==> config.mk <==
export PLATFORM = sky130hd
export DESIGN_NAME = hub75_scan_reader
export DESIGN_NICKNAME = d
export VERILOG_FILES = /design/src/rtl/hub75_scan_reader.sv
export SDC_FILE = /design/constraint.sdc
export NUM_CORES = 1
export LEC_CHECK = 0
export ABC_AREA = 1
export BUFFER_PORTS_ARGS = -buffer_cell sky130_fd_sc_hd__buf_2
export CAP_MARGIN = 20
export CORE_MARGIN = 2
export CORE_UTILIZATION = 51
export CTS_BUF_LIST = sky130_fd_sc_hd__clkbuf_4 sky130_fd_sc_hd__clkbuf_8
export DETAILED_ROUTE_END_ITERATION = 10
export GPL_ROUTABILITY_DRIVEN = 1
export PLACE_DENSITY = 0.79
export SLEW_MARGIN = 20
export SYNTH_ARGS = -nofsm -noshare
export SYNTH_HDL_FRONTEND = slang
export SYNTH_SLANG_ARGS = --single-unit
==> constraint.sdc <==
create_clock -name clk -period 2.33 [get_ports clk]
set_clock_uncertainty 0.2 [all_clocks]
set_input_delay 0.3495 -clock clk [delete_from_list [all_inputs] [get_ports clk]]
set_output_delay 0.3495 -clock clk [all_outputs]
set_load 0.02 [all_outputs]
==> src/rtl/hub75_scan_reader.sv <==
// HUB75 scan engine: reads RGB pixels from a 1-cycle-latency frame source and
// shifts BCM bit planes (LSB first) out to the panel with SCLK/LAT/OE/row.
module hub75_scan_reader #(
  parameter int hpixel_p    = 8,
  parameter int vpixel_p    = 8,
  parameter int bpp_p       = 8,
  parameter int segments_p  = 2,
  parameter int disp_base_p = 1,
  localparam int rows_p       = vpixel_p / segments_p,
  localparam int addr_width_p = $clog2(hpixel_p * vpixel_p)
) (
  input  logic                           clk,
  input  logic                           rst,
  input  logic                           i_enable,
  output logic                           o_busy,
  output logic                           o_frame_done,
  output logic [addr_width_p-1:0]        o_rd_addr,
  input  logic [segments_p*3*bpp_p-1:0]  i_rd_data,
  output logic [segments_p*3-1:0]        o_rgb,
  output logic                           o_sclk,
  output logic                           o_lat,
  output logic                           o_oe,
  output logic [$clog2(rows_p)-1:0]      o_row
);

  localparam int col_w    = (hpixel_p > 1) ? $clog2(hpixel_p) : 1;
  localparam int plane_w  = (bpp_p > 1) ? $clog2(bpp_p) : 1;
  localparam int row_w    = $clog2(rows_p);
  localparam int disp_max = disp_base_p << (bpp_p - 1);
  localparam int disp_w   = (disp_max > 1) ? $clog2(disp_max + 1) : 1;

  typedef enum logic [2:0] {
    IDLE,
    PREFETCH,
    SHIFT,
    LATCH,
    DISPLAY
  } state_e;

  state_e              state_q, state_d;
  logic [plane_w-1:0]  plane_q, plane_d;
  logic [row_w-1:0]    row_q, row_d;
  logic [col_w-1:0]    col_q, col_d;
  logic                phase_q, phase_d;
  logic [disp_w-1:0]   disp_q, disp_d;

  logic [segments_p-1:0][2:0][bpp_p-1:0] rd_view;
  logic [segments_p*3-1:0]               plane_bits;
  logic [addr_width_p-1:0]               row_base;
  logic [col_w-1:0]                      col_sel;

  assign rd_view  = i_rd_data;
  assign row_base = addr_width_p'(row_q * hpixel_p);

  for (genvar s = 0; s < segments_p; s++) begin : g_seg
    for (genvar ch = 0; ch < 3; ch++) begin : g_ch
      assign plane_bits[s*3+ch] = rd_view[s][ch][plane_q];
    end
  end

  // Phase 0 holds column c's address so the source data stays valid through
  // phase 1; phase 1 already requests c+1 (never past the last column).
  always_comb begin
    col_sel = col_q;
    if (phase_q && (col_q != col_w'(hpixel_p - 1))) col_sel = col_q + 1'b1;
  end

  always_comb begin
    state_d      = state_q;
    plane_d      = plane_q;
    row_d        = row_q;
    col_d        = col_q;
    phase_d      = phase_q;
    disp_d       = disp_q;
    o_busy       = (state_q != IDLE);
    o_frame_done = 1'b0;
    o_rd_addr    = '0;
    o_rgb        = '0;
    o_sclk       = 1'b0;
    o_lat        = 1'b0;
    o_oe         = 1'b1;
    o_row        = row_q;

    case (state_q)
      IDLE: begin
        if (i_enable) begin
          state_d = PREFETCH;
          plane_d = '0;
          row_d   = '0;
        end
      end
      PREFETCH: begin
        o_rd_addr = row_base;
        col_d     = '0;
        phase_d   = 1'b0;
        state_d   = SHIFT;
      end
      SHIFT: begin
        o_sclk    = phase_q;
        o_rgb     = plane_bits;
        o_rd_addr = row_base + addr_width_p'(col_sel);
        phase_d   = ~phase_q;
        if (phase_q) begin
          if (col_q == col_w'(hpixel_p - 1)) state_d = LATCH;
          else                              col_d   = col_q + 1'b1;
        end
      end
      LATCH: begin
        o_lat   = 1'b1;
        disp_d  = disp_w'((disp_base_p << plane_q) - 1);
        state_d = DISPLAY;
      end
      DISPLAY: begin
        o_oe = 1'b0;
        if (disp_q == '0) begin
          state_d = PREFETCH;
          if (row_q == row_w'(rows_p - 1)) begin
            row_d = '0;
            if (plane_q == plane_w'(bpp_p - 1)) begin
              plane_d      = '0;
              o_frame_done = 1'b1;
              if (!i_enable) state_d = IDLE;
            end else begin
              plane_d = plane_q + 1'b1;
            end
          end else begin
            row_d = row_q + 1'b1;
          end
        end else begin
          disp_d = disp_q - 1'b1;
        end
      end
      default: state_d = IDLE;
    endcase
  end

  always_ff @(posedge clk) begin
    if (rst) begin
      state_q <= IDLE;
      plane_q <= '0;
      row_q   <= '0;
      col_q   <= '0;
      phase_q <= 1'b0;
      disp_q  <= '0;
    end else begin
      state_q <= state_d;
      plane_q <= plane_d;
      row_q   <= row_d;
      col_q   <= col_d;
      phase_q <= phase_d;
      disp_q  <= disp_d;
    end
  end

endmodule

== Word-level counts from Yosys, hierarchy flattened ==
Cells that the tools add are included.

* Register bits: 20
* Bits of input ports: 51
* Output and inout bits: 19
* Logic and storage cells: 87

* Add/sub/neg operators: 6
* $lt $le $gt $ge: 1
* Equal/unequal tests: 15
* Shift-type cells: 1
* Mux-type cells: 45
* Bitwise operators: 1
* Reductions and logical operators: 12

{| class="wikitable"
|+ Operators by type and width
! cell !! number
|-
| 2-to-1 mux 3 bit || 11
|-
| binary-select mux 1 bit (select 3 bit) || 6
|-
| 2-to-1 mux 1 bit || 16
|-
| case mux 8 bit (2 select lines) || 1
|-
| case mux 3 bit (5 select lines) || 1
|-
| inequality test 2 bit, second input constant || 7
|-
| case mux 3 bit (2 select lines) || 2
|-
| case mux 6 bit (2 select lines) || 1
|-
| == test 3 bit, second input constant || 3
|-
| logical NOT 8 bit || 1
|-
| 2-to-1 mux 8 bit || 1
|-
| AND reduction 4 bit || 2
|-
| << shifter 1 x 3 -> 8 bit, first input constant || 1
|-
| subtractor 8 x 1 -> 8 bit, second input constant || 1
|-
| subtractor 8 x 2 -> 8 bit, second input constant || 1
|-
| adder 3 x 1 -> 3 bit, second input constant || 2
|-
| adder 5 x 3 -> 6 bit || 1
|-
| == test 3 x 2 -> 1 bit, second input constant || 2
|-
| 2-to-1 mux 2 bit || 3
|-
| 2-to-1 mux 6 bit || 1
|-
| AND reduction 3 bit || 2
|-
| nonzero test 2 bit || 3
|-
| less-than comparator 3 x 4 -> 1 bit, second input constant || 1
|-
| case mux 2 bit (2 select lines) || 1
|-
| other kinds (10) || 10
|}

== Logic depth before layout (Yosys ltp) ==
Gate-level depths: netlist of run 1.

* Word-level depth: 5
* Gate-level depth with buffers: 11
* Gate-level depth less buffers: 9

== Least setup slack after synthesis of run 1 ==
OpenSTA, ideal clock, no wires.

* Kind: flip-flop to output port
* Start: register disp_q[0]
* End: output o_frame_done
* Data arrival time: 1.401 ns
* Data required time: 1.781 ns
* Slack: 0.380 ns
* Stages on the path, launching flop included: 7
* Buffers on the path: 0
* Cell sequence: dfxtp_1 > inv_1 > ha_1 > nand3_1 > nor2_2 > nand2_1 > nor3_1

* Word-level cells in the longest chain between the ends: 3

{| class="wikitable"
|+ Ends and longest elaborated chain
! item !! RTL line !! text
|-
| start: declaration || 45 || <nowiki>logic [disp_w-1:0] disp_q, disp_d;</nowiki>
|-
| start signal: assignment || 151 || <nowiki>disp_q <= disp_d;</nowiki>
|-
| logical NOT 8 bit || 115 || <nowiki>if (disp_q == '0) begin</nowiki>
|-
| 2-to-1 mux 1 bit || 115 ||
|-
| 2-to-1 mux 1 bit || 84 || <nowiki>case (state_q)</nowiki>
|-
| end: declaration || 16 || <nowiki>output logic o_frame_done,</nowiki>
|}

Every way passes these cells.

== Final worst setup path of run 1 ==
* Start: register plane_q[1]
* End: output o_rgb[0]

* Word-level cells in the longest chain between the ends: 3

{| class="wikitable"
|+ Ends and longest elaborated chain
! item !! RTL line !! text
|-
| start: declaration || 41 || <nowiki>logic [plane_w-1:0] plane_q, plane_d;</nowiki>
|-
| start signal: assignment || 147 || <nowiki>plane_q <= plane_d;</nowiki>
|-
| binary-select mux 1 bit (select 3 bit) || 57 || <nowiki>assign plane_bits[s*3+ch] = rd_view[s][ch][plane_q];</nowiki>
|-
| 2-to-1 mux 1 bit (not written as such) || 57 ||
|-
| 2-to-1 mux 6 bit || 84 ||
|-
| end: declaration || 19 || <nowiki>output logic [segments_p*3-1:0] o_rgb,</nowiki>
|}

Every way passes these cells. The select of a mux whose other input is x is not followed.

==> summary.log, run 1 <==
INFO  placement      last_weighted_congestion_value_of_the_routability_driven_placer=0.863
INFO  detailed_routing total_detailed_routing_wirelength=4.95mm
INFO  cts            clock_tree_from_tritoncts=done
INFO  cts            clk_root_buffer_cell=clkbuf_8
INFO  timing         fin_crit_sh=93.5%
INFO  synth          yosys_reg_bits=20
INFO  placement      pre_cts_slack=0.385ns
INFO  worst_setup_path critical-path-max-stage-delay=0.38ns
INFO  grt            grt_max_degree=29
INFO  grt            first_global_vias=1993
INFO  worst_setup_path cp.buffers_inverters=2
INFO  synth          mappedNetlistNets=383
INFO  worst_setup_path crit_path_top_delay_cell=dfxtp_1
INFO  synth          most_common_flop_cell_mapped_by_yosys=dfxtp_1
INFO  finish         post_route_cells_drive_above_1_share=25.5%
INFO  detailed_routing dr.pass1.iters=4
INFO  synth          post_syn_area_per_cell=5.89squm
INFO  placement      dp.cells=427
INFO  placement      placement.cell_area=2250squm
INFO  floorplan      num_rows=22
INFO  finish         finalInstanceArea=2340squm
INFO  timing         final_setup_fails=0
INFO  run            cap_viol_max_count=0
INFO  timing         final_setup_tns=0ns
INFO  worst_setup_path timing.critical_path.fanout_max=11
INFO  timing         rsz0062_at_grt=false
INFO  detailed_routing wl_per_cell=11.5microns
INFO  power_and_ir_drop peakVddDrop=0.000386V
INFO  cts            clock_sinks=20
INFO  floorplan      die-area=4210squm
INFO  power_and_ir_drop powerDensity=840nW/um^2
INFO  finish         final_core_utilization=64.9%
INFO  finish         area_growth_syn_to_layout=23.9%
INFO  worst_setup_path worstPathArrival=1.63ns
INFO  detailed_routing met1Wirelength=2.20mm
INFO  cts            clk_transition_reported_paths=0.08ns
INFO  finish         mostFrequentLayoutCell=nor2_1
INFO  finish         final_nets=447
INFO  detailed_routing dr_wl_met2=2.42mm
INFO  floorplan      floorplan.io_pins=70
INFO  worst_setup_path worst_ep_required_time=1.78ns
INFO  detailed_routing met3_wirelength=257microns
INFO  worst_hold_path hp-class=input pin to flip-flop
INFO  timing         fin_crit=2.18ns
INFO  cts            h-tree-depth=1
INFO  synth          yosysWarnings=0
INFO  detailed_routing remaining_drc_errors=0
INFO  detailed_routing first_iter_violations=104
INFO  worst_setup_path kind_of_cell_adding_the_most_delay_to_the_critical_path=compound AO/OA/AOI/OAI gates
INFO  finish         layout_common_cells=73 x nor2_1, 68 x buf_2, 49 x nand2_1
INFO  finish         stdcell_count=432
INFO  placement      dpl.hpwl=3.82mm
INFO  synth          synth_top_cells_by_area=dfxtp_1 21%, nor2_1 15%, nand2_1 9.9%, o21ai_0 8.5%, ha_1 7.3%
INFO  synth          post_synth_instance_area=1890squm
INFO  worst_setup_path cp-end-kind=primary output
INFO  cts            clk_path_buf_depth=2
INFO  run_status     outcome=finished, final reports clean
INFO  detailed_routing route.top_layer_used=met4
INFO  worst_setup_path critical_path.cell_chain=inv_2 > nor2_2 > o21a_1 > o21ai_0 > a31oi_1 > buf_2
INFO  timing         fmax=459MHz
INFO  detailed_routing residual_antenna_violating_net_count_after_detailed_routing=0
INFO  finish         diodes=0
INFO  worst_setup_path timing.critical_path.from_type=flip-flop
INFO  floorplan      chip_width=64.9microns
INFO  synth          yosys.area.top_type_share=21.2%
INFO  grt            globalRouteTotalUtil=24.8%
INFO  synth          postSynth.asyncResetShare=0%
INFO  timing         final.setup.worst_slack=0.151ns
INFO  cts            worst_skew_pair.late_latency=0.27ns
INFO  synth          number_of_distinct_library_cell_variants_in_the_gate_level_netlist_after_synthesis=30
INFO  synth          yosys.area.top_type=dfxtp_1
INFO  synth          netlist_instances=321
INFO  grt            grt_antenna_before_repair=0
INFO  synth          post_synth_edffs=0
INFO  grt            grt_overflow_total=0
INFO  worst_setup_path path_class=flip-flop to primary output
INFO  cts            tritoncts.num_buffers=3
INFO  floorplan      die_h=64.9microns
INFO  detailed_routing post_drt_via_cell_ratio=5.13
INFO  floorplan      initial_utilization=52.4%
INFO  timing         maxSlewViolCount=0
INFO  grt            grt_first_pass_wirelength=8.46mm
INFO  power_and_ir_drop cellLeakagePower=1.21nW
INFO  detailed_routing via_count=2216
INFO  timing         finalHoldViolations=0
INFO  floorplan      core=3610squm
INFO  synth          seq_area_frac_synth=21.2%
INFO  placement      buffer_ports.inserted=68
==> final timing paths <==
path	from	to	slack, ns	cells after the start
max	plane_q[1]	o_rgb[0]	0.15	6
max reg2reg	col_q[0]	col_q[2]	0.50	8
min	rst	col_q[0]	0.20	2
min reg2reg	col_q[0]	col_q[0]	0.29	2
==> kinds of logic after synthesis <==
kind of cell	synth area share (%)
adder cells (fa/ha/maj)	7.28
buffers and inverters	11.5
flip-flops	21.2
AO/OA/AOI/OAI	20.5
XOR/XNOR	0.464
other	0.198
AND/OR/NAND/NOR	38.8
==> Yosys cell counts, types with 2 or more instances <==
library cell	count
nor2_1	74
nand2_1	50
inv_1	36
o21ai_0	32
nand3_1	23
dfxtp_1	20
a21oi_1	12
ha_1	11
o21ai_1	9
buf_2	8
a31oi_1	6
nand4_1	6
o21a_1	6
nor2_2	5
inv_2	3
nand2_4	3
buf_4	2
clkbuf_1	2
nor2_4	2
==> where the power goes <==
part / internal, mW / switching (mW)
Sequential: 0.409 / 0.0888
Clock: 0.230 / 0.123
Combinational: 0.420 / 0.695
==> metal layers <==
layer	GRT usage, %	vias up
met1	30.4	980
met4	6.65	0
met2	44.8	67
met3	3.82	6
met5	0	-
li1	-	1163
==> sequential cells by signal, indices dropped and copies added (netlist names) <==
| register | count |
|---|---|
| state_q | 3 |
| col_q | 3 |
| o_row | 2 |
| disp_q | 8 |
| phase_q | 1 |
| plane_q | 3 |
==> per-stage QoR <==
step / hold slack [ns] / total power, mW
finish: 0.196 / 1.97
global route: 0.188 / 2.16
CTS: 0.184 / 1.95
detailed placement: 0.274 / 1.59
global placement: 0.265 / 1.57
floorplan: 0.249 / 1.34
==> worst register-to-register path, cell delays in order, from the launching register on <==
cell and delay, ns:
dfxtp_1 0.33, ha_1 0.20, ha_1 0.20, nor2_2 0.16, nor2_1 0.09, nor2_1 0.16
inv_1 0.11, o21ai_0 0.20, a21oi_1 0.06
==> repair_timing <==
item,in CTS,in global routing
endpoints found under the setup margin,0,10
hold buffers,0,0
gates resized for setup,0,5
setup buffers,0,1
==> area by class of cell <==
cell class              instances  area (sq um)
multi-input cells             249          1280
well taps                      48          60.1
repair buffers                 71           375
inverters                      40           155
clock buffers                   3          41.3
flip-flops and latches         20           403
fillers                       373          1260
clock inverters                 1          30.0
Power figures use the tool's default switching activity.
==> run 2, diff against run 1 <==
Settings changed: CTS_CLUSTER_SIZE set to 14.
Clock period 2.33 ns to 2.1 ns, I/O delays scaled along.
==> run 2 against run 1 <==
Net effect: flip-flop and latch count stayed put; count of clock-buffer cells in the layout is 1 higher; sequential power is 15% higher; clock power is 15% lower; non-clock buffer count is 6 higher; die area stayed put; global-route usage is 0.48 points higher; first-iteration DRC count is 49% higher; sequential share of layout area is 0.66 points lower; combinational power is 22% higher; final area is 5.3% higher; register-to-register slack worse by 0.20 ns.
==> summary.log, run 2 (same netlist as run 1, synthesis figures left out) <==
INFO  floorplan      chip_width=64.9microns [unchanged]
INFO  worst_setup_path critPathLaunch=col_q[0] [was plane_q[1]]
INFO  power_and_ir_drop design_power_total=2.25mW [was 1.97 mW]
INFO  timing         final_setup_fails=0 [unchanged]
INFO  floorplan      floorplan.io_pins=70 [unchanged]
INFO  worst_setup_path path_class=flip-flop to primary output [unchanged]
INFO  run_status     outcome=finished, final reports clean [unchanged]
INFO  finish         num-fill-cells=344 [was 373]
INFO  grt            globalRouteTotalUtil=25.3% [was 24.8%]
INFO  run            cap_viol_max_count=0 [unchanged]
INFO  grt            grt_first_pass_wirelength=8.58mm [was 8.46 mm]
INFO  timing         maxSlewViolCount=0 [unchanged]
INFO  worst_setup_path ff2ff_setup_slack=0.30ns [was 0.50 ns]
INFO  finish         post_route_cells_drive_above_1_share=29.2% [was 25.5%]
INFO  worst_setup_path cp-end-kind=primary output [unchanged]
INFO  timing         fmax=491MHz
INFO  detailed_routing remaining_drc_errors=0 [unchanged]
INFO  worst_setup_path critPathCapture=o_rd_addr[2] [was o_rgb[0]]
INFO  finish         regMostFlops=disp_q [unchanged]
INFO  grt            grt_antenna_before_repair=0 [unchanged]
INFO  finish         final_core_utilization=68.4% [was 64.9%]
INFO  worst_setup_path timing.critical_path.from_type=flip-flop [unchanged]
INFO  detailed_routing first_iter_violations=155 [was 104]
INFO  finish         mostFrequentLayoutCell=nor2_1 [unchanged]
INFO  worst_setup_path worst_ep_required_time=1.58ns [was 1.78 ns]
INFO  timing         fin_crit_sh=97.1%
INFO  worst_setup_path timing.critical_path.fanout_max=3 [was 11]
INFO  timing         rsz0062_at_grt=true [was false]
INFO  finish         layout_common_cells=70 x nor2_1, 62 x buf_2, 49 x nand2_1 [was 73 x nor2_1, 68 x buf_2, 49 x nand2_1]
INFO  cts            h-tree-depth=1 [unchanged]
INFO  grt            grt_max_degree=29 [unchanged]
INFO  timing         finalHoldViolations=0 [unchanged]
INFO  cts            clk_path_buf_depth=2 [unchanged]
INFO  finish         final_nets=453 [was 447]
INFO  power_and_ir_drop cellLeakagePower=1.25nW [was 1.21 nW]
INFO  timing         fin_crit=2.04ns
INFO  power_and_ir_drop powerDensity=911nW/um^2 [was 840 nW/um^2]
INFO  placement      buffer_ports.inserted=68 [unchanged]
INFO  cts            clock_sinks=20 [unchanged]
INFO  power_and_ir_drop peakVddDrop=0.000548V [was 0.000386 V]
INFO  detailed_routing total_detailed_routing_wirelength=5.39mm [was 4.95 mm]
INFO  finish         diodes=0 [unchanged]
INFO  worst_setup_path critical_path.reg2reg.startpoint=plane_q[2] [was col_q[0]]
INFO  worst_hold_path hp-class=input pin to flip-flop [unchanged]
INFO  floorplan      num_rows=22 [unchanged]
INFO  cts            clock_tree_from_tritoncts=done [unchanged]
INFO  detailed_routing wl_per_cell=12.3microns [was 11.5 microns]
INFO  finish         multi_input_area=1320squm [was 1280 sq um]
INFO  detailed_routing post_drt_via_cell_ratio=5.20 [was 5.13]
INFO  cts            worst_skew_pair.late_latency=0.26ns [was 0.27 ns]
INFO  worst_setup_path worstPathArrival=1.52ns [was 1.63 ns]
INFO  cts            clk_root_buffer_cell=clkbuf_8 [unchanged]
INFO  cts            tritoncts.num_buffers=3 [unchanged]
INFO  worst_setup_path regToRegEndpoint=plane_q[2] [was col_q[2]]
INFO  detailed_routing residual_antenna_violating_net_count_after_detailed_routing=0 [unchanged]
INFO  worst_setup_path rr_worst_depth=6 [was 8]
INFO  placement      last_weighted_congestion_value_of_the_routability_driven_placer=0.809 [was 0.863]
INFO  power_and_ir_drop power_switching_share=47.6% [was 46.1%]
INFO  power_and_ir_drop internal-power=1.18mW [was 1.06 mW]
INFO  floorplan      die-area=4210squm [unchanged]
INFO  floorplan      core=3610squm [unchanged]
INFO  grt            grt_overflow_total=0 [unchanged]
INFO  placement      dpl.hpwl=3.92mm [was 3.82 mm]
INFO  power_and_ir_drop switching_power=1.07mW [was 0.907 mW]
INFO  power_and_ir_drop power_frac_comb=61.2% [was 56.7%]
INFO  floorplan      die_h=64.9microns [unchanged]
INFO  finish         area_growth_syn_to_layout=30.5% [was 23.9%]
INFO  power_and_ir_drop clock_power_share=13.4% [was 17.9%]
INFO  floorplan      initial_utilization=52.4% [unchanged]
INFO  detailed_routing dr.pass1.iters=5 [was 4]
INFO  detailed_routing via_count=2276 [was 2216]
INFO  grt            first_global_vias=2050 [was 1993]
INFO  power_and_ir_drop seq_power_share=25.4% [was 25.3%]
INFO  finish         largest_register_ffs=8 [unchanged]
INFO  finish         area.sequential=408squm [was 403 sq um]
INFO  cts            clk_transition_reported_paths=0.08ns [about the same]
[run 2: changes by cell type in the layout (fill, tap and decap cells not counted), sizes merged]
cell,delta
buf,+4
clkbuf,+2
bufinv,-1
dlymetal6s2s,+1
[run 2: area by class of cell]
| type | count | share of cell area (%) |
|---|---|---|
| Clock buffer | 4 | 2.23 |
| Inverter | 40 | 6.50 |
| Multi-Input combinational cell | 249 | 53.7 |
| Sequential cell | 20 | 16.5 |
| Tap cell | 48 | 2.44 |
| Timing Repair Buffer | 77 | 18.6 |
[run 2: power by group through the flow]
stage / clock (mW) / combinational [mW] / sequential [mW]
floorplan: 0 / 0.961 / 0.522
finish: 0.300 / 1.37 / 0.571
global route: 0.324 / 1.56 / 0.580
global placement: 0 / 1.19 / 0.553
detailed placement: 0 / 1.22 / 0.556
CTS: 0.309 / 1.25 / 0.556
[run 2: worst min path at each step]
stage                     slack, ns       from         to  cells after the start
after detailed placement       0.28   col_q[2]   col_q[2]                      2
after global routing           0.17        rst  disp_q[3]                      2
after floorplan                0.25   col_q[2]   col_q[2]                      2
after global placement         0.26  disp_q[0]  disp_q[0]                      2
after CTS                      0.17        rst   o_row[1]                      2
final                          0.17        rst   o_row[1]                      2
[run 2: repair_timing]
item                                    in CTS  in global routing
resized for setup                            7                 23
endpoints found under the setup margin      10                 10
setup buffers                                1                  4
cloned                                       0                  1
hold endpoints to repair                     0                  0
hold buffers                                 0                  0
pin swaps                                    2                  6
[run 2: through the flow]
| stage | hold WS (ns) | setup TNS, ns | area (sq um) | worst slack [ns] | cells |
|---|---|---|---|---|---|
| after CTS | 0.170 | 0 | 2340 | 0.00229 | 433 |
| after floorplan | 0.249 | 0 | 1890 | 0.184 | 321 |
| after global routing | 0.174 | -0.136 | 2460 | -0.0792 | 438 |
| after global placement | 0.265 | 0 | 2260 | 0.209 | 428 |
| final | 0.168 | 0 | 2460 | 0.0618 | 438 |
| after detailed placement | 0.275 | 0 | 2260 | 0.142 | 428 |
[run 2: routing by layer]
metal,up-vias,routed length [microns],track usage [%]
met1,1027,2330,30.5
met5,-,0,0
met3,8,236,4.17
met2,65,2740,45.7
met4,0,77,7.45
li1,1176,-,-
[run 2: critical path, stage by stage, from the launching register on]
cell and delay (ns):
dfxtp_2 0.33, ha_2 0.20, ha_4 0.26, inv_1 0.03
nor2_1 0.10, nor2_1 0.06, a21oi_1 0.13, buf_4 0.16
==> run 3, diff against run 2 <==
Settings changed: ABC_AREA 1 to unset, CORE_UTILIZATION 51 to 50.
==> run 3 against run 2 <==
Net effect: the flow now finishes with violations (setup timing); flip-flop and latch count unchanged; non-clock buffer count up 22; worst hold slack worse by 0.011 ns; critical endpoint is now o_rgb[3]; largest cell class unchanged; highest routed layer unchanged.
==> summary.log, run 3 <==
INFO  run_status     outcome=finished with violations [was finished, final reports clean]
INFO  run_status     failed_checks=setup timing
INFO  synth          netlist_top_cells_count=25 x a21oi_1, 21 x nand2_1, 20 x dfxtp_1, 18 x nor2_1, 13 x clkbuf_1 [was 74 x nor2_1, 50 x nand2_1, 36 x inv_1, 32 x o21ai_0, 23 x nand3_1]
INFO  cts            clock_sinks=20 [unchanged]
INFO  synth          post_synth_edffs=0 [unchanged]
INFO  worst_setup_path cp.buffers_inverters=2 [unchanged]
INFO  finish         diodes=0 [unchanged]
INFO  synth          post_syn_area_per_cell=8.18squm [was 5.89 sq um]
INFO  floorplan      floorplan.io_pins=70 [unchanged]
INFO  worst_hold_path hp-class=input pin to flip-flop [unchanged]
INFO  cts            clk_root_buffer_cell=clkbuf_4 [was clkbuf_8]
INFO  placement      dpl.hpwl=3.71mm [was 3.92 mm]
INFO  timing         finalHoldViolations=0 [unchanged]
INFO  floorplan      chip_width=63.5microns [was 64.9 microns]
INFO  synth          yosys.area.top_type=dfxtp_1 [unchanged]
INFO  finish         largest_register_ffs=8 [unchanged]
INFO  synth          mappedNetlistNets=278 [was 383]
INFO  finish         num-fill-cells=227 [was 344]
INFO  grt            grt_antenna_before_repair=0 [unchanged]
INFO  synth          most_common_flop_cell_mapped_by_yosys=dfxtp_1 [unchanged]
INFO  detailed_routing post_drt_via_cell_ratio=6.15 [was 5.20]
INFO  synth          post_synth_instance_area=1770squm [was 1890 sq um]
INFO  worst_setup_path worstPathArrival=1.70ns [was 1.52 ns]
INFO  cts            h-tree-depth=1 [unchanged]
INFO  worst_setup_path timing.critical_path.fanout_max=5 [was 3]
INFO  timing         rsz0062_at_grt=true [unchanged]
INFO  floorplan      die-area=4030squm [was 4210 sq um]
INFO  finish         mostFrequentLayoutCell=buf_2 [was nor2_1]
INFO  worst_setup_path critical_path.cell_chain=buf_8 > mux4_2 > nand2_1 > a21oi_2 > buf_6 [was ha_2 > ha_4 > inv_1 > nor2_1 > nor2_1 > a21oi_1 > buf_4]
INFO  finish         final_core_utilization=76.6% [was 68.4%]
INFO  finish         regMostFlops=disp_q [unchanged]
INFO  worst_setup_path timing.critical_path.from_type=flip-flop [unchanged]
INFO  detailed_routing via_count=2148 [was 2276]
INFO  detailed_routing met1Wirelength=2.32mm [was 2.33 mm]
INFO  synth          synth_top_cells_by_area=dfxtp_1 23%, mux4_2 15%, ha_1 7.8%, a21oi_1 7.1%, nand2_1 4.5% [was dfxtp_1 21%, nor2_1 15%, nand2_1 9.9%, o21ai_0 8.5%, ha_1 7.3%]
INFO  cts            worst_skew_pair.late_latency=0.32ns [was 0.26 ns]
INFO  finish         post_route_cells_drive_above_1_share=50.5% [was 29.2%]
INFO  cts            cts_hold_buffers=0 [unchanged]
INFO  cts            clock_tree_from_tritoncts=done [unchanged]
INFO  timing         final_setup_fails=11 [was 0]
INFO  detailed_routing met3_wirelength=476microns [was 236 microns]
INFO  synth          number_of_distinct_library_cell_variants_in_the_gate_level_netlist_after_synthesis=47 [was 30]
INFO  floorplan      initial_utilization=52.6% [was 52.4%]
INFO  power_and_ir_drop powerDensity=363nW/um^2 [was 911 nW/um^2]
INFO  grt            globalRouteTotalUtil=27.9% [was 25.3%]
INFO  detailed_routing residual_antenna_violating_net_count_after_detailed_routing=0 [unchanged]
INFO  grt            first_global_vias=2048 [was 2050]
INFO  floorplan      num_rows=21 [was 22]
INFO  finish         area_growth_syn_to_layout=45.6% [was 30.5%]
INFO  grt            grt_overflow_total=0 [unchanged]
INFO  timing         final.setup.worst_slack=-0.110ns [was 0.0618 ns]
INFO  detailed_routing first_iter_violations=172 [was 155]
INFO  timing         fmax=452MHz [was 491 MHz]
INFO  worst_setup_path cp-end-kind=primary output [unchanged]
INFO  timing         fin_crit=2.21ns [was 2.04 ns]
INFO  synth          yosys.area.top_type_share=22.6% [was 21.2%]
INFO  placement      buffer_ports.inserted=68 [unchanged]
INFO  synth          seq_area_frac_synth=22.6% [was 21.2%]
INFO  worst_setup_path kind_of_cell_adding_the_most_delay_to_the_critical_path=multiplexers [was adder cells]
INFO  run            cap_viol_max_count=0 [unchanged]
INFO  floorplan      core=3360squm [was 3610 sq um]
INFO  grt            grt_first_pass_wirelength=8.96mm [was 8.58 mm]
INFO  synth          yosys_reg_bits=20 [unchanged]
INFO  finish         layout_common_cells=59 x buf_2, 34 x buf_4, 21 x a21oi_1 [was 70 x nor2_1, 62 x buf_2, 49 x nand2_1]
INFO  worst_setup_path crit_path_top_delay_cell=mux4_2 [was dfxtp_2]
INFO  detailed_routing remaining_drc_errors=0 [unchanged]
INFO  placement      pre_cts_slack=0.0712ns [was 0.142 ns]
INFO  synth          leading_cell_type_by_number_of_instances_after_synthesis=a21oi_1 [was nor2_1]
INFO  power_and_ir_drop cellLeakagePower=1.06nW [was 1.25 nW]
INFO  synth          postSynth.asyncResetShare=0% [unchanged]
INFO  cts            tritoncts.num_buffers=3 [unchanged]
INFO  synth          yosysWarnings=0 [unchanged]
INFO  synth          netlist_instances=216 [was 321]
INFO  detailed_routing route.top_layer_used=met4 [unchanged]
INFO  detailed_routing dr_wl_met2=3.31mm [was 2.74 mm]
INFO  timing         fin_crit_sh=105% [was 97.1%]
INFO  cts            clk_transition_reported_paths=0.12ns [was 0.08 ns]
INFO  worst_setup_path path_class=flip-flop to primary output [unchanged]
INFO  grt            grt_max_degree=21 [was 29]
INFO  detailed_routing wl_per_cell=18.1microns [was 12.3 microns]
INFO  worst_setup_path critical-path-max-stage-delay=0.50ns [was 0.33 ns]
INFO  cts            clk_path_buf_depth=2 [unchanged]
INFO  finish         final_nets=367 [was 453]
INFO  floorplan      die_h=63.5microns [was 64.9 microns]
INFO  detailed_routing total_detailed_routing_wirelength=6.33mm [was 5.39 mm]
INFO  placement      last_weighted_congestion_value_of_the_routability_driven_placer=0.899 [was 0.809]
INFO  timing         maxSlewViolCount=0 [unchanged]
INFO  detailed_routing dr.pass1.iters=5 [unchanged]
INFO  worst_setup_path worst_ep_required_time=1.58ns [about the same]
INFO  power_and_ir_drop peakVddDrop=0.000326V [was 0.000548 V]
## run 3: changes by cell type after synthesis, moves of 7 or more
| cell | change |
|---|---|
| nor2_1 | -56 |
| nand2_1 | -29 |
| inv_1 | -25 |
| o21ai_0 | -23 |
| nand3_1 | -17 |
| a21oi_1 | +13 |
| mux4_2 | +12 |
| clkbuf_1 | +11 |
| o21ai_1 | -8 |
| nor3_1 | +7 |
## run 3: final cells by class
class,instances,area (sq um),area share [%]
well taps,46,57.6,2.24
inverters,12,45.0,1.75
repair buffers,99,638,24.8
multi-input cells,169,1400,54.4
clock buffers,3,22.5,0.875
flip-flops and latches,20,410,15.9
## run 3: worst register-to-register path, cell delays in order, from the launching register on
cell and delay, ns:
dfxtp_2 0.34, inv_2 0.05, ha_2 0.18, nor3b_4 0.24, buf_4 0.18, a31oi_1 0.13, or4_1 0.49, a21oi_1 0.15
## run 3: path summary, 6_finish.rpt
path	startpoint	endpoint	slack, ns	depth (start not counted)
hold / removal	i_enable	state_q[0]	0.16	3
setup / recovery	plane_q[0]	o_rgb[3]	-0.11	5
hold reg to reg	disp_q[4]	disp_q[4]	0.33	2
setup reg to reg	disp_q[1]	o_row[0]	0.08	7
## run 3: power by group
| part | total (mW) | switching [mW] | leakage [nW] | internal, mW |
|---|---|---|---|---|
| Clock | 0.198 | 0.130 | 0.0138 | 0.0673 |
| Combinational | 0.331 | 0.178 | 0.879 | 0.153 |
| Sequential | 0.406 | 0.0168 | 0.165 | 0.389 |
## run 3: routing by layer
layer  track usage [%]  vias up
li1                  -      973
met5                 0        -
met2              51.1      135
met1              31.6     1019
met4              13.3        0
met3              3.93       21
## run 3: stage by stage
step | power, mW | TNS [ns] | std cells | hold slack [ns] | cell area (sq um)
finish | 0.935 | -0.723 | 349 | 0.158 | 2570
detailed placement | 0.680 | 0 | 333 | 0.292 | 2250
global placement | 0.673 | 0 | 333 | 0.287 | 2250
floorplan | 0.577 | -0.180 | 216 | 0.265 | 1790
global route | 0.970 | -1.27 | 349 | 0.150 | 2570
CTS | 0.877 | -0.303 | 343 | 0.147 | 2430
## run 3: logic make-up (layout without fill, tap and decap cells)
group                      Yosys count  count (layout)  synth area share, %
AOI/OAI and AO/OA                   57              57                 20.0
xor gates and xnor gates             4               4                 1.98
adders and majority gates           11              11                 7.78
buffers and inverters               28             114                 6.30
DFF                                 20              20                 22.6
muxes                               15              15                 17.0
other                                1               1                0.212
and+or+nand+nor                     80              81                 24.1
## run 3: what timing repair did
action / 4_1_cts / 5_1_grt
gates resized for setup: 31 / 22
setup endpoints to repair: 11 / 13
endpoints found under the hold margin: 0 / 0
setup buffers: 6 / 5
pin swaps: 14 / 14
cloned: 1 / 1
